[config.mk]
export PLATFORM = sky130hd
export DESIGN_NAME = pio_sequencer_flat
export DESIGN_NICKNAME = d
export VERILOG_FILES = /design/src/rtl/pio_sequencer_if.sv /design/src/rtl/pio_sequencer.sv /design/src/flat_wrapper.sv
export SDC_FILE = /design/constraint.sdc
export NUM_CORES = 1
export LEC_CHECK = 0
export CAP_MARGIN = 30
export CORE_AREA = 3 3 75 129
export CTS_CLUSTER_SIZE = 10
export DETAILED_ROUTE_END_ITERATION = 7
export DIE_AREA = 0 0 78 132
export PLACE_DENSITY = 0.84
export SLEW_MARGIN = 30
export SYNTH_ARGS = -nofsm -noshare
export SYNTH_HDL_FRONTEND = slang
export SYNTH_SLANG_ARGS = --single-unit
[constraint.sdc]
create_clock -name clk -period 2 [get_ports clk]
set_clock_uncertainty 0.2 [all_clocks]
set_input_delay 0.4 -clock clk [delete_from_list [all_inputs] [get_ports clk]]
set_output_delay 0.4 -clock clk [all_outputs]
set_load 0.05 [all_outputs]
[src/rtl/pio_sequencer_if.sv]
// Host TX push handshake between host logic and the pio sequencer.
// The host is the master; the sequencer answers with push_ready.
interface pio_sequencer_if;
    logic        push_valid;
    logic [1:0]  push_mindex;
    logic [31:0] push_data;
    logic        push_ready;

    modport master (
        output push_valid,
        output push_mindex,
        output push_data,
        input  push_ready
    );

    modport slave (
        input  push_valid,
        input  push_mindex,
        input  push_data,
        output push_ready
    );
endinterface

[src/rtl/pio_sequencer.sv]
// Boot loader (program ROM, then config ROM) and run-time TX forwarder
// for a single pio instance.
module pio_sequencer #(
    parameter int PROG_LEN   = 32,
    parameter int CONF_LEN   = 5,
    parameter int ACT_PROG   = 1,
    parameter int ACT_PUSH   = 4,
    parameter int AUTO_START = 1
) (
    input  logic                clk,
    input  logic                n_reset,
    input  logic                start,
    output logic [4:0]          prog_addr,
    input  logic [15:0]         prog_data,
    output logic [4:0]          conf_addr,
    input  logic [37:0]         conf_data,
    pio_sequencer_if.slave      host,
    input  logic [3:0]          tx_full,
    output logic [5:0]          action,
    output logic [31:0]         din,
    output logic [4:0]          index,
    output logic [1:0]          mindex,
    output logic                busy,
    output logic                loaded
);

    typedef enum logic [1:0] {IDLE, PROG, CONF, RUN} state_t;
    typedef enum logic [1:0] {K_NONE, K_PROG, K_CONF, K_PUSH} kind_t;

    localparam logic [4:0] L_PLAST = 5'(PROG_LEN - 1);
    localparam logic [4:0] L_CLAST = 5'(CONF_LEN - 1);

    state_t      r_state;
    kind_t       r_kind;
    logic        r_armed;
    logic        r_drain;
    logic        r_hold;
    logic [4:0]  r_prog_addr;
    logic [4:0]  r_conf_addr;
    logic [4:0]  r_index;
    logic [31:0] r_din;
    logic [1:0]  r_mindex;

    logic w_start;
    logic w_ready;
    logic w_accept;

    assign w_start  = start & r_armed;
    assign w_ready  = (r_state == RUN) & ~start
                    & ~tx_full[host.push_mindex] & ~r_hold;
    assign w_accept = w_ready & host.push_valid;

    assign host.push_ready = w_ready;

    // r_kind tags what the ROM/host pipeline presents this cycle;
    // r_drain holds the section open while its last word is shown.
    always_ff @(posedge clk or negedge n_reset) begin
        if (!n_reset) begin
            r_state     <= IDLE;
            r_kind      <= K_NONE;
            r_armed     <= 1'b0;
            r_drain     <= 1'b0;
            r_hold      <= 1'b0;
            r_prog_addr <= '0;
            r_conf_addr <= '0;
            r_index     <= '0;
            r_din       <= '0;
            r_mindex    <= '0;
        end else begin
            r_armed <= 1'b1;
            r_hold  <= w_accept;
            r_kind  <= K_NONE;
            if (w_start) begin
                r_state     <= PROG;
                r_prog_addr <= '0;
                r_conf_addr <= '0;
                r_drain     <= 1'b0;
            end else begin
                unique case (r_state)
                    IDLE: begin
                        if (!r_armed && AUTO_START != 0)
                            r_state <= PROG;
                    end
                    PROG: begin
                        if (r_drain) begin
                            r_drain <= 1'b0;
                            r_state <= RUN;
                        end else begin
                            r_kind  <= K_PROG;
                            r_index <= r_prog_addr;
                            if (r_prog_addr == L_PLAST) begin
                                if (CONF_LEN == 0)
                                    r_drain <= 1'b1;
                                else
                                    r_state <= CONF;
                            end else begin
                                r_prog_addr <= r_prog_addr + 5'd1;
                            end
                        end
                    end
                    CONF: begin
                        if (r_drain) begin
                            r_drain <= 1'b0;
                            r_state <= RUN;
                        end else begin
                            r_kind  <= K_CONF;
                            r_index <= r_conf_addr;
                            if (r_conf_addr == L_CLAST)
                                r_drain <= 1'b1;
                            else
                                r_conf_addr <= r_conf_addr + 5'd1;
                        end
                    end
                    RUN: begin
                        if (w_accept) begin
                            r_kind   <= K_PUSH;
                            r_din    <= host.push_data;
                            r_mindex <= host.push_mindex;
                            r_index  <= '0;
                        end
                    end
                endcase
            end
        end
    end

    // ROM words are taken straight off the sync ROM output register.
    always_comb begin
        action = '0;
        din    = '0;
        mindex = '0;
        unique case (r_kind)
            K_PROG: begin
                action = 6'(ACT_PROG);
                din    = {16'h0, prog_data};
            end
            K_CONF: begin
                action = {2'b00, conf_data[35:32]};
                din    = conf_data[31:0];
                mindex = conf_data[37:36];
            end
            K_PUSH: begin
                action = 6'(ACT_PUSH);
                din    = r_din;
                mindex = r_mindex;
            end
            default: ;
        endcase
    end

    assign prog_addr = r_prog_addr;
    assign conf_addr = r_conf_addr;
    assign index     = r_index;
    assign busy      = (r_state == PROG) | (r_state == CONF);
    assign loaded    = (r_state == RUN);

endmodule

[src/flat_wrapper.sv]
// flat-port wrapper written by rule: the top's interface ports become plain ports
module pio_sequencer_flat 
#(
    parameter int PROG_LEN   = 32,
    parameter int CONF_LEN   = 5,
    parameter int ACT_PROG   = 1,
    parameter int ACT_PUSH   = 4,
    parameter int AUTO_START = 1
)
  (clk, n_reset, start, prog_addr, prog_data, conf_addr, conf_data, tx_full, action, din, index, mindex, busy, loaded, host_push_valid, host_push_mindex, host_push_data, host_push_ready);
  pio_sequencer_if host_i ();
  input  logic clk;
  input  logic n_reset;
  input  logic start;
  output logic [4:0] prog_addr;
  input  logic [15:0] prog_data;
  output logic [4:0] conf_addr;
  input  logic [37:0] conf_data;
  input  logic [3:0] tx_full;
  output logic [5:0] action;
  output logic [31:0] din;
  output logic [4:0] index;
  output logic [1:0] mindex;
  output logic busy;
  output logic loaded;
  input wire logic [$bits(host_i.push_valid)-1:0] host_push_valid;
  input wire logic [$bits(host_i.push_mindex)-1:0] host_push_mindex;
  input wire logic [$bits(host_i.push_data)-1:0] host_push_data;
  output wire logic [$bits(host_i.push_ready)-1:0] host_push_ready;
  assign host_i.push_valid = host_push_valid;
  assign host_i.push_mindex = host_push_mindex;
  assign host_i.push_data = host_push_data;
  assign host_push_ready = host_i.push_ready;
  pio_sequencer #(.PROG_LEN(PROG_LEN), .CONF_LEN(CONF_LEN), .ACT_PROG(ACT_PROG), .ACT_PUSH(ACT_PUSH), .AUTO_START(AUTO_START)) u_core (.clk(clk), .n_reset(n_reset), .start(start), .prog_addr(prog_addr), .prog_data(prog_data), .conf_addr(conf_addr), .conf_data(conf_data), .host(host_i), .tx_full(tx_full), .action(action), .din(din), .index(index), .mindex(mindex), .busy(busy), .loaded(loaded));
endmodule
# --- Word level (Yosys, flattened, before mapping) ---
# Cells that the tools add are included.
classes:
  addsub: 2
  n_lt_le_gt_ge: 1
  n_eq_ne: 17
  mux: 32
  n_bitwise: 10
  n_reduce_logical: 11
ops:
  columns: ["operator", "count"]
  rows:
  - ["case mux 32 bit (3 select lines)", 1]
  - ["two-way mux 5 bit", 11]
  - ["two-way mux 2 bit", 8]
  - ["case mux 5 bit (3 select lines)", 1]
  - ["case mux 2 bit (3 select lines)", 2]
  - ["case mux 4 bit (3 select lines)", 1]
  - ["adder 5 x 1 -> 5 bit (second input constant)", 2]
  - ["AND reduction 3 bit", 3]
  - ["equality test 2 bit (second input constant)", 4]
  - ["!= test 2 x 1 -> 1 bit (second input constant)", 3]
  - ["!= test 2 bit (second input constant)", 3]
  - ["nonzero test 3 bit", 2]
  - ["bitwise AND 1 bit", 5]
  - ["equality test 5 x 3 -> 1 bit (second input constant)", 1]
  - ["equality test 5 bit (second input constant)", 1]
  - ["two-way mux 1 bit", 5]
  - ["AND reduction 5 bit", 1]
  - ["equality test 2 x 1 -> 1 bit (second input constant)", 2]
  - ["!= test 4 x 1 -> 1 bit (second input constant)", 1]
  - ["inverter 1 bit", 4]
  - ["case mux 2 bit (2 select lines)", 1]
  - ["AND reduction 4 bit", 1]
  - ["nonzero test 2 bit", 2]
  - ["nonzero test 4 bit", 1]
  - ["other kinds (7)", 7]
word_totals:
  ff_bits: 56
  in_bits: 96
  output_inout_bits: 58
  word_cells: 83

# --- Longest topological paths before layout ---
# Gate-level depths: netlist of the first run.
depth:
  depth_word: 9
  ltp_mapped: 7
  ltp_nobuf: 7

# --- Worst setup path after synthesis of the first run ---
# Ideal clock, no wire load.
synth_path:
  kind: "reg2out"
  from: "register u_core.r_state[0]"
  to: "output host_push_ready"
  t_arrival_ps: 2209
  required_time_ps: 1400
  path_slack_ps: -809
  stages_incl_launch_ff: 4
  path_buffers: 0
  cell_sequence: "dfrtp_1 > ha_1 > nand2b_1 > nor3_1"
synth_via:
  elab_chain_cells: 4
synth_lines:
  columns: ["element", "line", "source"]
  rows:
  - ["from (decl)", "pio_sequencer.sv:33", "state_t r_state;"]
  - ["from (signal assigned)", "pio_sequencer.sv:59", "r_state <= IDLE;"]
  - ["from (signal assigned)", "pio_sequencer.sv:74", "r_state <= PROG;"]
  - ["from (signal assigned)", "pio_sequencer.sv:82", "r_state <= PROG;"]
  - ["equality test 2 bit", null, null]
  - ["net loaded", "flat_wrapper.sv:25", "output logic loaded;"]
  - ["bitwise AND 1 bit", "pio_sequencer.sv:49", "assign w_ready = (r_state == RUN) & ~start"]
  - ["bitwise AND 1 bit (2 in series)", "pio_sequencer.sv:50", "& ~tx_full[host.push_mindex] & ~r_hold;"]
  - ["to (decl)", "flat_wrapper.sv:29", "output wire logic [$bits(host_i.push_ready)-1:0] host_push_ready;"]
# The timed path passes the listed nets, and every way through them passes these cells.

# --- Worst setup path in the final report of the first run ---
layout_path:
  from: "register u_core.r_kind[0]"
  to: "output din[6]"
layout_via:
  elab_chain_cells: 2
  elab_cells_between_ends: 4
  cone_classes: "eq/ne: 3; mux: 1"
layout_lines:
  columns: ["element", "line", "source"]
  rows:
  - ["from (decl)", "pio_sequencer.sv:34", "kind_t r_kind;"]
  - ["from (signal assigned)", "pio_sequencer.sv:60", "r_kind <= K_NONE;"]
  - ["from (signal assigned)", "pio_sequencer.sv:72", "r_kind <= K_NONE;"]
  - ["from (signal assigned)", "pio_sequencer.sv:89", "r_kind <= K_PROG;"]
  - ["equality test 2 bit / equality test 2 x 1 -> 1 bit (equally long branches)", "pio_sequencer.sv:132", "unique case (r_kind)"]
  - ["case mux 32 bit (3 select lines) (*)", "pio_sequencer.sv:132", null]
  - ["to (decl)", "flat_wrapper.sv:21", "output logic [31:0] din;"]
# Every way passes the cells marked *; elsewhere a longest branch is shown, timed or not.

==> results of run 1 <==
## cell families (layout without fill, tap and decap cells)
| family | Yosys count | after routing |
|---|---|---|
| AOI/OAI and AO/OA | 38 | 38 |
| other | 2 | 3 |
| buffers and inverters | 25 | 210 |
| and+or+nand+nor | 65 | 65 |
| adders and majority gates | 8 | 8 |
| DFF | 56 | 56 |
| xor gates and xnor gates | 6 | 6 |
| muxes | 76 | 76 |
## per-stage QoR
step / instance area [um2] / util [%] / TNS [ns]
finish: 6430 / 73.2 / -8.60
global route: 6430 / 73.2 / -12.37
CTS: 6020 / 68.6 / -9.84
detailed placement: 5550 / 63.2 / -33.54
global placement: 5550 / 63.2 / -31.50
floorplan: 3470 / - / -10.19
## what timing repair did
action,4_1_cts,5_1_grt
setup buffers,3,15
endpoints found under the setup margin,80,86
pin swaps,6,10
endpoints found under the hold margin,21,0
gates resized for setup,88,51
hold buffers,1,0
cloned,3,3
## metal layers
layer	global-route usage [%]	up-vias
met1	21.0	1461
li1	-	1352
met3	4.31	28
met5	0	-
met2	39.7	136
met4	8.56	0
## flip-flops by register name, indices dropped and copies added, names as in the netlist, 2 cells and up
name and flops:
u_core.index 5, u_core.conf_addr 5, u_core.r_state 2, u_core.r_mindex 2, u_core.r_din 32, u_core.prog_addr 5
u_core.r_kind 2
## power by group through the flow
stage,clock (uW),combinational [uW],sequential (uW)
2_1_floorplan,0,2480,2030
6_report,873,5260,1970
3_3_place_gp,0,4110,1860
5_1_grt,944,5500,2020
3_5_place_dp,0,4240,1890
4_1_cts,902,4640,1920
## synth_stat cells (4+ instances only)
library cell | count | area [um2]
mux2i_1 | 20 | 200
dfrtp_1 | 56 | 1400
nor3_1 | 4 | 20.0
nand3_1 | 4 | 20.0
mux2_2 | 51 | 574
nor2b_1 | 22 | 138
clkbuf_1 | 13 | 48.8
o21ai_0 | 6 | 30.0
a21oi_1 | 7 | 35.0
ha_1 | 8 | 100
nor2_1 | 11 | 41.3
a22o_1 | 17 | 149
inv_1 | 7 | 26.3
mux2_1 | 4 | 45.0
nand2_1 | 9 | 33.8
## area by class of cell
cell class	count	share of cell area, %
Clock buffer	8	2.28
Inverter	7	0.408
Timing Repair Buffer	195	37.3
Sequential cell	56	21.9
Tap cell	117	2.28
Multi-Input combinational cell	196	35.8
## worst max-delay path, stage by stage (launching register included)
cell,delay [ns]
dfrtp_2,0.42
buf_12,0.16
mux2_2,0.35
a22o_4,0.27
buf_12,0.14
## worst max path at each step
stage	startpoint	endpoint	slack (ns)	cells after the start
2_1_floorplan	host_push_mindex[0]	u_core.r_din[0]	-0.32	4
3_3_place_gp	host_push_mindex[0]	u_core.r_din[15]	-0.70	5
3_5_place_dp	host_push_mindex[0]	u_core.index[2]	-0.75	6
4_1_cts	u_core.r_kind[0]	din[6]	-0.27	4
5_1_grt	u_core.r_kind[0]	din[6]	-0.27	4
6_report	u_core.r_kind[0]	din[6]	-0.23	4
==> impl_metrics.env, run 1 <==
export IMPL_comb_power_share_pct=64.9
export IMPL_worst_hold_slack_ns=0.149
export IMPL_post_place_cells=546
export IMPL_muxShareOfSynthArea_pct=26.5
export IMPL_synth_top_flop_cell="dfrtp_1"
export IMPL_worstHoldEndpoint="u_core.r_mindex[0]"
export IMPL_drc=0
export IMPL_top_layer="met4"
export IMPL_p_leak_uw=0.00273
export IMPL_regArea_um2=1410
export IMPL_worstPathArrival_ns=1.63
export IMPL_antenna_left=0
export IMPL_tritoncts="built"
export IMPL_r2r_cells=6
export IMPL_grt_pass1_wl_um=16900
export IMPL_synth_simple_area_share_pct=11.7
export IMPL_multiInputGateArea_um2=2310
export IMPL_clk_latency_ns=0.29
export IMPL_vias=2977
export IMPL_grt_pass1_vias=3294
export IMPL_die_w_um=78
export IMPL_startpoint_type="flip-flop"
export IMPL_drt_pass1_iter_count=4
export IMPL_antenna_found_initial=0
export IMPL_htreeDepth=2
export IMPL_wl_met2_um=6520
export IMPL_io_buffers=151
export IMPL_clock_sinks=56
export IMPL_die_area_um2=10300
export IMPL_hold_depth=2
export IMPL_instances_no_fill=579
export IMPL_crit_path_end_kind="primary output"
export IMPL_wl_per_cell_um=19.8
export IMPL_rsz0062_at_grt="yes"
export IMPL_max_cap_violations=0
export IMPL_numCtsBuffers=5
export IMPL_grt_overflow=0
export IMPL_ioPinCount=154
export IMPL_place_detailed_hpwl_um=7890
export IMPL_grt_max_degree=37
export IMPL_pwr_share_seq_pct=24.3
export IMPL_power_internal_uw=4950
export IMPL_met1_length_um=3900
export IMPL_yosysSeqAreaShare_pct=44.1
export IMPL_route_met3_wl_um=656
export IMPL_path_max_fanout=12
export IMPL_dp_slack_ns=-0.749
export IMPL_hold_viol_final=0
export IMPL_yosysWarnings=0
export IMPL_hp_class="input pin to flip-flop"
export IMPL_synth_cells=276
export IMPL_hp_start="host_push_mindex[0]"
export IMPL_clock_path_buffers=2
export IMPL_diodes=0
export IMPL_setup_worst_path_class="flip-flop to primary output"
export IMPL_initial_utilization_pct=36.2
export IMPL_synth_edf_count=0
export IMPL_ff2ff_setup_slack_ns=0.01
export IMPL_p_sw_share_pct=38.9
export IMPL_layout_commonest_cell="clkdlybuf4s50_1"
export IMPL_syn_to_final_growth_pct=103
export IMPL_period_share_pct=112
export IMPL_worst_slew_pin_slew_ns=0.541
export IMPL_fin_nets=565
export IMPL_timing_rr_end="u_core.index[2]"
export IMPL_yosys_cell_types_count=35
export IMPL_fin_crit_ns=2.23
export IMPL_layout_drive_gt1_share_pct=53.5
export IMPL_max_freq_mhz=448
export IMPL_slew_headroom_pct=63.9
export IMPL_clkPwrFrac_pct=10.8
export IMPL_ys_seq_elements=56
export IMPL_synth_area_um2=3180
export IMPL_core_area_um2=8780
export IMPL_synth_top_family_by_area="multiplexers"
export IMPL_cellPowerDensity_nw_per_um2=1260
export IMPL_drtIter0Drc=70
export IMPL_async_reset_ff_share_pct=100
export IMPL_vdd_drop_max_mv=1.01
export IMPL_fin_ws_ns=-0.232
export IMPL_wirelength_um=11500
export IMPL_die_h_um=132
export IMPL_n_fill_cell=591
export IMPL_setup_violations=70
export IMPL_cts_root_buf="clkbuf_16"
export IMPL_fp_row_count=45
export IMPL_synth_compound_area_share_pct=8.71
export IMPL_critPathRequiredTime_ns=1.40
export IMPL_synthXorXnorAreaFrac_pct=1.65
export IMPL_violations="setup timing"
export IMPL_avgSynthCellArea_um2=11.5
export IMPL_grt_usage_pct=20.7
export IMPL_total_power_uw=8100
export IMPL_switching_power_uw=3150
export IMPL_gp_congestion=0.861
export IMPL_outcome="complete, but fails checks"
export IMPL_viasPerCell=5.14
export IMPL_worstReg2RegStart="u_core.r_state[0]"
export IMPL_drv_slew=0
export IMPL_synth_fa_ha_area_share_pct=3.15
export IMPL_final_cell_mix="clkdlybuf4s50_1 (88), dfrtp_1 (50), buf_12 (48)"
export IMPL_clk_pin_slew_ns=0.07
Power figures use the tool's default switching activity.
==> run 2, diff against run 1 <==
SLEW_MARGIN = not set   (was 30)
==> results of run 2 <==
The final DEF is identical to that of run 1; final timing and power are the same.
